==> src/rtl/pll_rst_pkg.sv <==
// ---------------------------------------------------------------------------
// pll_rst_pkg
// Shared definitions for the PLL / HyperRAM reset sequencer: the sequencer
// state encoding (also exported on the debug `state` port) and a small
// helper used to size the shared cycle counter.
// ---------------------------------------------------------------------------
package pll_rst_pkg;

    localparam int STATE_W = 3;

    typedef enum logic [STATE_W-1:0] {
        WAIT_LOCK = 3'd0,
        STABLE    = 3'd1,
        RAM_RST   = 3'd2,
        RAM_INIT  = 3'd3,
        RUN       = 3'd4,
        FAULT     = 3'd5
    } state_t;

    function automatic int max3(input int a, input int b, input int c);
        int m;
        m = (a > b) ? a : b;
        return (m > c) ? m : c;
    endfunction

endpackage

==> src/rtl/sync_ff2.sv <==
// ---------------------------------------------------------------------------
// sync_ff2
// Two-flop synchronizer for a single asynchronous level signal.
//   clk   : destination clock
//   rst_n : asynchronous active-low reset, clears both flops
//   d     : asynchronous input
//   q     : input synchronized to clk (2-cycle latency)
// ---------------------------------------------------------------------------
module sync_ff2 (
    input  logic clk,
    input  logic rst_n,
    input  logic d,
    output logic q
);

    logic sync_p0;
    logic sync_p1;

    always_ff @(posedge clk or negedge rst_n) begin
        if (!rst_n) begin
            sync_p0 <= 1'b0;
            sync_p1 <= 1'b0;
        end else begin
            sync_p0 <= d;
            sync_p1 <= sync_p0;
        end
    end

    assign q = sync_p1;

endmodule

==> src/rtl/pll_reset_seq.sv <==
// ---------------------------------------------------------------------------
// pll_reset_seq
// Power-up reset sequencer: waits for a stable PLL lock, pulses the HyperRAM
// controller reset, waits for RAM init (with bounded retries), then releases
// the cartridge logic reset. Losing lock after the stable phase restarts the
// sequence and is counted; exhausting the RAM retries parks in a sticky FAULT.
//   clk           : 81 MHz logic clock (PLL clkout)
//   rst_n         : asynchronous active-low reset
//   pll_lock      : PLL lock, asynchronous to clk
//   ram_init_done : HyperRAM controller init complete (level, clk domain)
//   ram_rst_n     : active-low HyperRAM controller reset
//   sys_rst_n     : active-low cartridge logic reset
//   ready         : high only in RUN
//   fault         : high only in FAULT
//   state         : current state encoding, for debug
//   loss_count    : saturating count of lock-loss events
// ---------------------------------------------------------------------------
module pll_reset_seq
    import pll_rst_pkg::*;
#(
    parameter int LOCK_STABLE_CYCLES = 1024,
    parameter int RAM_RST_CYCLES     = 16,
    parameter int RAM_INIT_TIMEOUT   = 16200,
    parameter int MAX_RETRIES        = 3
) (
    input  logic               clk,
    input  logic               rst_n,
    input  logic               pll_lock,
    input  logic               ram_init_done,
    output logic               ram_rst_n,
    output logic               sys_rst_n,
    output logic               ready,
    output logic               fault,
    output logic [STATE_W-1:0] state,
    output logic [7:0]         loss_count
);

    // One counter serves all timed states, so it is sized for the longest.
    localparam int CNT_MAX = max3(LOCK_STABLE_CYCLES, RAM_RST_CYCLES, RAM_INIT_TIMEOUT);
    localparam int CNT_W   = (CNT_MAX > 1) ? $clog2(CNT_MAX) : 1;
    localparam int RETRY_W = (MAX_RETRIES > 0) ? $clog2(MAX_RETRIES + 1) : 1;

    localparam logic [CNT_W-1:0] LOCK_LAST = CNT_W'(LOCK_STABLE_CYCLES - 1);
    localparam logic [CNT_W-1:0] RST_LAST  = CNT_W'(RAM_RST_CYCLES - 1);
    localparam logic [CNT_W-1:0] INIT_LAST = CNT_W'(RAM_INIT_TIMEOUT - 1);

    function automatic logic [7:0] sat_inc(input logic [7:0] v);
        return (v == 8'hFF) ? v : v + 8'd1;
    endfunction

    logic               lock_s;
    state_t             st, st_nxt;
    logic [CNT_W-1:0]   cnt, cnt_nxt;
    logic [RETRY_W-1:0] retry_cnt, retry_nxt;
    logic [7:0]         loss_nxt;

    sync_ff2 u_lock_sync (
        .clk   (clk),
        .rst_n (rst_n),
        .d     (pll_lock),
        .q     (lock_s)
    );

    always_comb begin
        st_nxt    = st;
        cnt_nxt   = cnt;
        retry_nxt = retry_cnt;
        loss_nxt  = loss_count;
        case (st)
            WAIT_LOCK: begin
                if (lock_s) begin
                    st_nxt  = STABLE;
                    cnt_nxt = '0;
                end
            end
            STABLE: begin
                // A drop before the stable window completes is just a
                // lock-acquisition glitch, not a loss event.
                if (!lock_s) begin
                    st_nxt    = WAIT_LOCK;
                    cnt_nxt   = '0;
                    retry_nxt = '0;
                end else if (cnt == LOCK_LAST) begin
                    st_nxt  = RAM_RST;
                    cnt_nxt = '0;
                end else begin
                    cnt_nxt = cnt + 1'b1;
                end
            end
            RAM_RST, RAM_INIT, RUN: begin
                // Lock loss outranks init-done, which outranks the timeout.
                if (!lock_s) begin
                    st_nxt    = WAIT_LOCK;
                    cnt_nxt   = '0;
                    retry_nxt = '0;
                    loss_nxt  = sat_inc(loss_count);
                end else if (st == RAM_RST) begin
                    if (cnt == RST_LAST) begin
                        st_nxt  = RAM_INIT;
                        cnt_nxt = '0;
                    end else begin
                        cnt_nxt = cnt + 1'b1;
                    end
                end else if (st == RAM_INIT) begin
                    if (ram_init_done) begin
                        st_nxt    = RUN;
                        cnt_nxt   = '0;
                        retry_nxt = '0;
                    end else if (cnt == INIT_LAST) begin
                        cnt_nxt   = '0;
                        retry_nxt = retry_cnt + 1'b1;
                        st_nxt    = (int'(retry_cnt) + 1 < MAX_RETRIES) ? RAM_RST : FAULT;
                    end else begin
                        cnt_nxt = cnt + 1'b1;
                    end
                end
            end
            FAULT: begin
                // Sticky: only rst_n leaves this state.
                st_nxt = FAULT;
            end
            default: begin
                st_nxt    = WAIT_LOCK;
                cnt_nxt   = '0;
                retry_nxt = '0;
            end
        endcase
    end

    // Outputs decode the next state so they update on the same edge as state.
    always_ff @(posedge clk or negedge rst_n) begin
        if (!rst_n) begin
            st         <= WAIT_LOCK;
            cnt        <= '0;
            retry_cnt  <= '0;
            loss_count <= 8'd0;
            ram_rst_n  <= 1'b0;
            sys_rst_n  <= 1'b0;
            ready      <= 1'b0;
            fault      <= 1'b0;
        end else begin
            st         <= st_nxt;
            cnt        <= cnt_nxt;
            retry_cnt  <= retry_nxt;
            loss_count <= loss_nxt;
            ram_rst_n  <= (st_nxt == RAM_INIT) || (st_nxt == RUN);
            sys_rst_n  <= (st_nxt == RUN);
            ready      <= (st_nxt == RUN);
            fault      <= (st_nxt == FAULT);
        end
    end

    assign state = st;

endmodule

==> config.mk <==
export PLATFORM = sky130hd
export DESIGN_NAME = pll_reset_seq
export DESIGN_NICKNAME = d
export VERILOG_FILES = /design/src/rtl/pll_rst_pkg.sv /design/src/rtl/sync_ff2.sv /design/src/rtl/pll_reset_seq.sv
export SDC_FILE = /design/constraint.sdc
export NUM_CORES = 1
export LEC_CHECK = 0
export ABC_AREA = 1
export CAP_MARGIN = 20
export CORE_ASPECT_RATIO = 1.5
export CORE_MARGIN = 1
export CORE_UTILIZATION = 35
export DETAILED_ROUTE_END_ITERATION = 10
export DONT_BUFFER_PORTS = 1
export GPL_TIMING_DRIVEN = 0
export PLACE_DENSITY = 0.52
export SETUP_SLACK_MARGIN = 0.2
export SYNTH_ARGS = -nofsm -noshare
export SYNTH_HDL_FRONTEND = slang
export SYNTH_HIERARCHICAL = 1
export SYNTH_SLANG_ARGS = --single-unit
==> constraint.sdc <==
create_clock -name clk -period 1.5 [get_ports clk]
set_input_delay 0.3 -clock clk [delete_from_list [all_inputs] [get_ports clk]]
set_output_delay 0.3 -clock clk [all_outputs]
set_load 0.1 [all_outputs]
==> Yosys cells after proc, flatten, opt, wreduce, memory -nomap -nowiden <==
Index checks and enable logic that the tools add are counted.
{ "totals": {"input_bits": 4, "register_bits": 32, "output_inout_bits": 15, "elab_cells": 71} }
{ "classes": {"mux": 28, "bitwise_logic": 4, "n_reduce_logical": 7, "n_eq_ne": 18, "add_sub_neg": 4, "n_lt_le_gt_ge": 1} }
{ "ops": {"columns": ["cell", "count"], "rows": [
  ["14-bit two-way mux", 9],
  ["14-bit one-hot mux with 4 select lines", 1],
  ["3-bit two-way mux", 10],
  ["14-bit by 1-bit adder with 14-bit output, second input constant", 1],
  ["14-bit by 10-bit equality test with 1-bit output, second input constant", 1],
  ["14-bit equality test, second input constant", 1],
  ["14-bit by 4-bit equality test with 1-bit output, second input constant", 1],
  ["3-bit equality test, second input constant", 4],
  ["2-bit two-way mux", 6],
  ["3-bit one-hot mux with 4 select lines", 1],
  ["3-bit by 2-bit equality test with 1-bit output, second input constant", 3],
  ["8-bit by 1-bit adder with 8-bit output, second input constant", 1],
  ["8-bit equality test, second input constant", 1],
  ["4-bit inequality test, second input constant", 2],
  ["3-bit inequality test, second input constant", 2],
  ["2-bit one-hot mux with 3 select lines", 1],
  ["3-bit AND reduction", 2],
  ["5-bit AND reduction", 1],
  ["1-bit NOT", 4],
  ["2-bit by 1-bit adder with 3-bit output, second input constant", 1],
  ["3-bit by 1-bit equality test with 1-bit output, second input constant", 1],
  ["3-bit logical NOT", 1],
  ["3-bit by 2-bit less-than comparator with 1-bit output, second input constant", 1],
  ["3-bit OR reduction", 1],
  ["5 further kinds", 5]
]} }

==> Logic depth before layout (Yosys ltp) <==
Gate-level depths: netlist (run 1).
{ "logic_depth": {"depth_word": 11, "depth_mapped": 14, "mapped_depth_nobuf": 14} }

==> By module <==
The synthesis (run 1) kept the hierarchy.
{ "modules_own_cells": {"columns": ["mod", "instances", "seq_area_each_um2", "area_each_um2", "cells_each"], "rows": [
  ["pll_reset_seq", 1, 750.7, 1848.0, 240],
  ["sync_ff2", 1, 50.0, 50.0, 2]
]} }

==> Least setup slack after synthesis (run 1) <==
Ideal clock, no wire load.
{ "synth_timing": {"path_type": "flip-flop to flip-flop", "from": "register loss_count[0]", "to": "register loss_count[6]", "setup_slack_ns": -0.675, "path_buffers": 0, "synth_period_minus_slack_ns": 2.175, "required_time_ns": 1.337, "arrival_ns": 2.012, "setup_ns": 0.163, "path_stages_with_launch": 9, "cell_sequence": "dfrtp_1 > ha_1 > and3_1 > nand3_1 > nor2_1 > nor2_4 > inv_2 > nor2_1 > xor2_1"} }
{ "synth_via": {"elab_chain_len": 3, "word_cells_on_any_way": 4, "classes_between": "add/sub: 1; eq/ne: 1; bitwise: 1; reduce/logical: 1"} }
{ "synth_rtl": {"columns": ["item", "line_no", "rtl"], "rows": [
  ["start: declaration", "pll_reset_seq.sv:35", "output logic [7:0] loss_count"],
  ["start signal: assignment", "pll_reset_seq.sv:145", "loss_count <= loss_nxt;"],
  ["branches (longest 3 deep; another with 8-bit by 1-bit adder with 8-bit output)", null, null]
]} }
Parallel ways; which one is timed is not known.
A chain may end at the register's enable or synchronous reset.

==> Final worst setup path (run 1) <==
{ "layout_timing": {"from": "register st[2], in the netlist state[2]", "to": "register cnt[2]"} }
{ "layout_via": {"elab_chain_len": 4, "word_cells_on_any_way": 14, "classes_between": "eq/ne: 7; mux: 3; bitwise: 1; reduce/logical: 3"} }
{ "layout_rtl": {"columns": ["item", "line_no", "rtl"], "rows": [
  ["start: declaration", "pll_reset_seq.sv:52", "state_t st, st_nxt;"],
  ["start signal: assignment", "pll_reset_seq.sv:142", "st <= st_nxt;"],
  ["3-bit by 2-bit equality test with 1-bit output (tied with other cells)", "pll_reset_seq.sv:69, pll_reset_seq.sv:97", null],
  ["3-bit OR reduction / 14-bit two-way mux (equally long branches)", "pll_reset_seq.sv:69, pll_reset_seq.sv:97", null],
  ["4-bit inequality test (no source line) / 14-bit two-way mux (equally long branches)", null, null],
  ["3-bit AND reduction (no source line) / 14-bit one-hot mux with 4 select lines (equally long branches)", null, null],
  ["end signal: assignment", "pll_reset_seq.sv:143", "cnt <= cnt_nxt;"],
  ["end: declaration", "pll_reset_seq.sv:53", "logic [CNT_W-1:0] cnt, cnt_nxt;"]
]} }
Parallel ways exist; a longest one is shown, timed or not.

==> results of run 1 <==
power by group through the flow:
stage | combinational, mW | sequential, mW | clock [mW]
6_report | 0.276 | 0.937 | 0.807
5_1_grt | 0.306 | 0.938 | 0.872
4_1_cts | 0.268 | 0.933 | 0.843
3_5_place_dp | 0.149 | 0.950 | 0
3_3_place_gp | 0.148 | 0.950 | 0
2_1_floorplan | 0.120 | 0.944 | 0
critical path, cell delays in order (launching register included):
cell	delay (ps)
dfrtp_4	640
inv_6	140
nand2_4	70
nor2_4	120
nand3_2	110
nor2_4	120
nor2_2	40
nand2_2	80
nand3_4	130
buf_6	150
and3_4	130
layout by cell type (no fill, tap or decap), drive strengths merged:
| master | n |
|---|---|
| nand2 | 69 |
| inv | 40 |
| nor2 | 34 |
| dfrtp | 32 |
| buf | 24 |
| nand3 | 20 |
| o21ai | 11 |
| clkbuf | 6 |
| xor2 | 5 |
| a21oi | 5 |
| nand4 | 4 |
| ha | 4 |
| xnor2 | 3 |
| nand3b | 3 |
| o211ai | 2 |
| and3 | 2 |
| nor3 | 2 |
| o21a | 1 |
| and2 | 1 |
| or2 | 1 |
| a21o | 1 |
| clkinv | 1 |
| bufinv | 1 |
| dlygate4sd3 | 1 |
final cells by class:
type	count	area [um2]	share of cell area (%)
tap	68	85.1	3.28
sequential	32	848	32.7
buffer	2	40.0	1.54
timing repair buffer	23	230	8.88
inverter	40	160	6.18
clock inverter	2	35.0	1.35
clock buffer	6	72.6	2.80
multi-input combinational	168	1120	43.2
sequential cells by signal (all words and copies together), names as in the netlist:
| register | count |
|---|---|
| cnt | 14 |
| fault | 1 |
| loss_count | 8 |
| ram_rst_n | 1 |
| ready | 1 |
| retry_cnt | 2 |
| state | 3 |
| u_lock_sync/q | 1 |
| u_lock_sync/sync_p0 | 1 |
routing by layer:
layer	wire (um)	track usage [%]	part of all wire [%]	vias to the layer above
met2	2490	30.6	57	27
li1	-	-	-	816
met4	59	7.17	1.3	0
met1	1690	18.6	39	774
met5	0	0	0	-
met3	140	3.23	3.2	6
stage by stage:
step	area [um2]	instances	TNS [ps]	utilization (%)
final	2590	341	-7210	50.2
after global routing	2590	341	-9960	50.2
after CTS	2490	336	-6720	48.2
after detailed placement	2080	310	-7330	40.2
after global placement	2080	310	-7150	40.2
after floorplan	1990	242	-3040	-
repair_timing:
action / in CTS / in global routing
endpoints found under the setup margin: 39 / 31
pin swaps: 18 / 9
gates resized for setup: 41 / 18
hold buffers: 2 / 0
gates cloned: 1 / 0
buffers inserted: 15 / 5
endpoints found under the hold margin: 32 / 0
path summary, 6_finish.rpt:
| kind | endpoint | slack, ps | cells after the start |
|---|---|---|---|
| hold / removal | u_lock_sync/sync_p0$_DFF_PN0_ | 40 | 0 |
| max in group asynchronous | loss_count[0]$_DFFE_PN0P_ | 830 | 2 |
| hold reg to reg | u_lock_sync/q$_DFF_PN0_ | 350 | 0 |
| setup reg to reg | cnt[2]$_DFFE_PN0P_ | -340 | 10 |
| min in group asynchronous | retry_cnt[1]$_DFFE_PN0P_ | 470 | 2 |
| setup / recovery | cnt[2]$_DFFE_PN0P_ | -340 | 10 |
logic make-up after synthesis:
kind of cell	after synthesis	share of synthesized area, %
buffers and inverters	42	9.03
AOI/OAI and AO/OA	20	7.12
adders and majority gates	4	2.64
and+or+nand+nor	136	35.3
xor gates and xnor gates	8	3.69
DFF	32	42.2
==> results by group, run 1 <==
Synthesis
  • Commonest cells in the netlist: 59 x nand2_1, 32 x dfrtp_1, 27 x inv_1, 27 x nor2_1
  • EDFF count, synth: 0
  • Ys async rst share: 100%
  • Post-Syn Nets: between 200 and 300
  • #FFs+latches synth: 32
  • Post-synth top area share: 42.2%
  • Top FF cell, synth: dfrtp_1
  • Synth area leader: dfrtp_1
  • Share of the yosys chip area belonging to registers: between 40% and 50%
  • Area of the mapped netlist: 1900 um2
  • Ranking of synthesized cells by area: dfrtp_1 42%, nand2_1 12%, inv_1 5.3%
  • Warnings, synthesis: 6
  • Synth unique cells: 32
  • Top-count cell post-synth: nand2_1
  • Cells after Synth: 242
  • Syn_area_per_cell: between 7 and 8 um2

Floorplanning
  • I/O pin count: 19
  • Die height: 92.2 um
  • # rows: 32
  • Die ar.: 5730 um2
  • Die width: slightly above 60 um
  • Initial core utilization: 36.7%
  • Core area: 5160 um2

CTS
  • CTS Sinks: 32
  • Max clock buf depth: 2
  • Clock Latency Late Sink: 280 ps
  • Root Driver: clkbuf_8
  • Clock transition at path regs: 70 ps
  • Total CTS buffers: 5
  • H-tree depth: 2
  • CTS tree: yes

Global routing
  • Vias in the first global route: 1,669
  • Initial antenna violation count: 0
  • Global Route Usage Sum: approximately 17%
  • Grt ovf: 0
  • First-pass GRT wire length: approximately 7600 um
  • Largest net degree at the start of global routing: 33

Final layout
  • Layout area overhead: 36.6%
  • Fraction of layout cells with a size suffix above 1: 45.8%
  • Ant. Diodes: 0
  • Nets: 280
  • Fillers: 486

Drt
  • Pre-Repair DR Iteration Count: 4
  • WL/cell: 12.8 um
  • Vias per inst: roughly 4.8
  • DR iter-0 viols: 61
  • DRC Markers: 0
  • Antenna Nets Post-Route: 0
  • DRT Wirelength: 4380 um
  • Vias: 1,623

STA
  • Setup ws final: -345 ps
  • Period utilization: 123%
  • Max-Slew Margin vs Limit: between 60 and 70%
  • Max-slew violations: 0
  • Fin. Hold Viols: 0
  • Worst-margin pin slew: approximately 480 ps
  • Clk_skew: 6.51 ps
  • RSZ-0062 raised after global routing: yes
  • Fmax: 542 MHz
  • # setup viols final: 29
  • Tmin final: 1840 ps
  • Worst hold slack: 43.2 ps

Worst setup path
  • Worst Path Required: approximately 1700 ps
  • Worst r2r src: state[2]$_DFF_PN0_
  • Critical Path Source: state[2]$_DFF_PN0_
  • Critical path peak fanout: 5
  • Critical path endpoint category: flop
  • CP Data Arrival Time: 2020 ps
  • CP Class: reg -> reg
  • Crit path launch type: flop

Placed design
  • I/O Buffers: 0
  • Placer Congestion: roughly 0.76
  • Dpl hpwl: between 2000 and 3000 um
  • Pre-CTS WS: -382 ps

Worst hold path
  • Hold path start: pll_lock
  • Worst hold path class: in -> reg

Power and ir drop
  • Lkg Pwr: ~1.2 nW
  • Sequential power share: 46.4%
  • Clock share of power: between 30% and 40%
  • Worst VDD drop: 0.589 mV
  • Int Pwr: around 1.5 mW
  • Comb pwr share: 13.7%
  • Total power: 2.02 mW
  • P_sw: around 0.52 mW
  • Pwr dens: 779 nW/um2
  • Sw Ratio: 25.8%

Run status
  • Outcome: finished with violations
  • Failing checks: negative setup slack

Flow run
  • Max cap viols: 0
Power figures use the tool's default switching activity.
==> run 2: changes to the inputs <==
--- a/config.mk
+++ b/config.mk
@@ -8,8 +8,9 @@
 export ABC_AREA = 1
 export CAP_MARGIN = 20
 export CORE_ASPECT_RATIO = 1.5
-export CORE_MARGIN = 1
+export CORE_MARGIN = 10
 export CORE_UTILIZATION = 35
+export CTS_BUF_LIST = sky130_fd_sc_hd__clkbuf_16
 export DETAILED_ROUTE_END_ITERATION = 10
 export DONT_BUFFER_PORTS = 1
 export GPL_TIMING_DRIVEN = 0
==> run 2 against run 1 <==
Against the previous run:
- the run still ends with negative setup slack left
- global-route usage shrank 6.0 points
- clock skew shrank 0.86 ps
- final area grew 4.1%
- die area grew 54%
- first-iteration DRC count shrank 9.8%
- clock power grew 40%
- sequential power is essentially flat
- final cell count grew 0.88%
- combinational power shrank 3%
- flip-flop and latch count is the same
- critical path type unchanged
- critical endpoint is now cnt[4]$_DFFE_PN0P_
==> results by group, run 2 (same netlist as run 1, synthesis figures left out) <==
Worst hold path
  • Hold path start: pll_lock
  • Hold path depth: 0
  • Hold EP: u_lock_sync/sync_p0$_DFF_PN0_
  • Worst hold path class: in -> reg

Power and ir drop
  • Pwr dens: 864 nW/um2
  • Lkg Pwr: 1.31 nW
  • Int Pwr: 1.77 mW
  • Worst VDD drop: 0.624 mV
  • Clock share of power: slightly below 50%
  • Sequential power share: 40.1%
  • Total power: roughly 2.3 mW
  • P_sw: 0.561 mW
  • Comb pwr share: 11.5%
  • Sw Ratio: 24.0%

Worst setup path
  • Worst r2r src: state[0]$_DFF_PN0_
  • Worst path bufs/invs: 3
  • Worst R2R Setup Slack: -330 ps
  • Reg2Reg Depth: 9
  • Delay-heaviest family, CP: flip-flops
  • Critical path peak fanout: 8
  • CP max stage cell: dfrtp_4
  • CP Class: reg -> reg
  • Critical path endpoint category: flop
  • Critical-path cell list: nor2_4, nand2_2, o21ai_4, inv_4, nand2_1, xor2_1, inv_1, nand2_2, inv_2
  • R2R Path End: cnt[4]$_DFFE_PN0P_
  • Crit path launch type: flop
  • CP Data Arrival Time: 2000 ps
  • Worst Path Required: roughly 1700 ps
  • Worst path most repeated cell: nand2_2
  • Largest stage delay, worst path: 650 ps

CTS
  • H-tree depth: 2
  • CTS tree: yes
  • CTS Sinks: 32
  • Clock transition at path regs: 50 ps
  • Total CTS buffers: 5
  • Max clock buf depth: 2
  • Root Driver: clkbuf_16
  • Clock Latency Late Sink: about 280 ps

Placed design
  • Placed Cells: 310
  • Placed cell area: 2080 um2
  • Placer Congestion: 0.814
  • Pre-CTS WS: -381 ps
  • Dpl hpwl: 3080 um
  • I/O Buffers: 0

Final layout
  • Final instance area: 2700 um2
  • Fraction of layout cells with a size suffix above 1: between 40% and 50%
  • Largest register FFs: 14
  • Commonest non-fill, non-tap cell in the layout: nand2_1
  • Nets: 283
  • Ant. Diodes: 0
  • Non-Filler Instances: 344
  • Commonest cells after routing, fill and taps aside: 47 x nand2_1, 26 x inv_1, 20 x nor2_1, 20 x buf_4, 19 x nand2_2
  • Final core utilization: 51.8%
  • Top reg by flops: cnt
  • Layout area overhead: 42.1%

Floorplanning
  • Core area: 5200 um2
  • I/O pin count: 19
  • # rows: 32
  • Die width: 80.1 um
  • Die ar.: just under 9000 um2
  • Initial core utilization: between 30% and 40%
  • Die height: 110 um

STA
  • Setup TNS: -7070 ps
  • Setup ws final: -331 ps
  • Fmax: 546 MHz
  • Worst-margin pin slew: 487 ps
  • Max-Slew Margin vs Limit: 67.6%
  • Worst hold slack: 46.0 ps
  • Fin. Hold Viols: 0
  • RSZ-0062 raised after global routing: yes
  • Max-slew violations: 0
  • Period utilization: 122%
  • # setup viols final: 30
  • Tmin final: between 1500 and 2000 ps
  • Clk_skew: 5.66 ps

Global routing
  • First-pass GRT wire length: 7420 um
  • Largest net degree at the start of global routing: 33
  • Initial antenna violation count: 0
  • Vias in the first global route: 1,609
  • Grt ovf: 0
  • Global Route Usage Sum: 10.7%

Drt
  • DRC Markers: 0
  • DR iter-0 viols: 55
  • DRT Wirelength: between 4000 and 5000 um
  • Pre-Repair DR Iteration Count: 4
  • Antenna Nets Post-Route: 0
  • Vias per inst: 4.72
  • WL/cell: 13.1 um
  • Vias: roughly 1,600

Run status
  • Outcome: finished with violations
  • Failing checks: negative setup slack

Flow run
  • Max cap viols: 0
run 2: cell count changes in the layout (fill, tap and decap cells not counted), sizes merged:
cell  delta
buf      +2
inv      +1
run 2: power by group through the flow:
stage / registers, mW / logic, mW / clock network, mW
global route: 0.937 / 0.298 / 1.19
detailed placement: 0.950 / 0.149 / 0
global placement: 0.951 / 0.149 / 0
CTS: 0.935 / 0.214 / 1.17
finish: 0.935 / 0.269 / 1.13
floorplan: 0.944 / 0.120 / 0
run 2: timing repair:
action	CTS	global route
setup buffers	15	8
hold endpoints to repair	32	0
resized for setup	33	26
pin swaps	13	14
gates cloned	0	1
hold buffers	2	0
setup endpoints to repair	38	32
run 2: worst max-delay path by stage:
stage	start	to	slack, ps	cells past startpoint
global placement	state[1]$_DFF_PN0_	loss_count[5]$_DFFE_PN0P_	-380	9
finish	state[0]$_DFF_PN0_	cnt[4]$_DFFE_PN0P_	-330	9
floorplan	loss_count[0]$_DFFE_PN0P_	loss_count[5]$_DFFE_PN0P_	-240	9
CTS	state[0]$_DFF_PN0_	cnt[12]$_DFFE_PN0P_	-330	9
global route	state[0]$_DFF_PN0_	cnt[4]$_DFFE_PN0P_	-430	9
detailed placement	state[1]$_DFF_PN0_	loss_count[5]$_DFFE_PN0P_	-380	9
run 2: worst reg2reg max path, delay by kind of cell (launching register included):
family	cells	cell delay, ps
compound gates	1	300
xor+xnor	1	150
buf+inv	3	200
flops	1	650
simple gates	4	430
run 2: per-layer routing:
layer / wire length, um / track usage, %
met1: 1780 / 11.0
met2: 2440 / 19.2
met3: 192 / 3.16
met4: 103 / 5.05
met5: 0 / 0
run 2: final cells by class:
| type | instances | area, um2 |
|---|---|---|
| multi-input combinational | 168 | 1160 |
| buffer | 2 | 40.0 |
| fill | 506 | 2510 |
| timing repair buffer | 26 | 239 |
| clock buffer | 5 | 125 |
| inverter | 40 | 160 |
| tap | 68 | 85.1 |
| clock inverter | 3 | 38.8 |
| sequential | 32 | 848 |
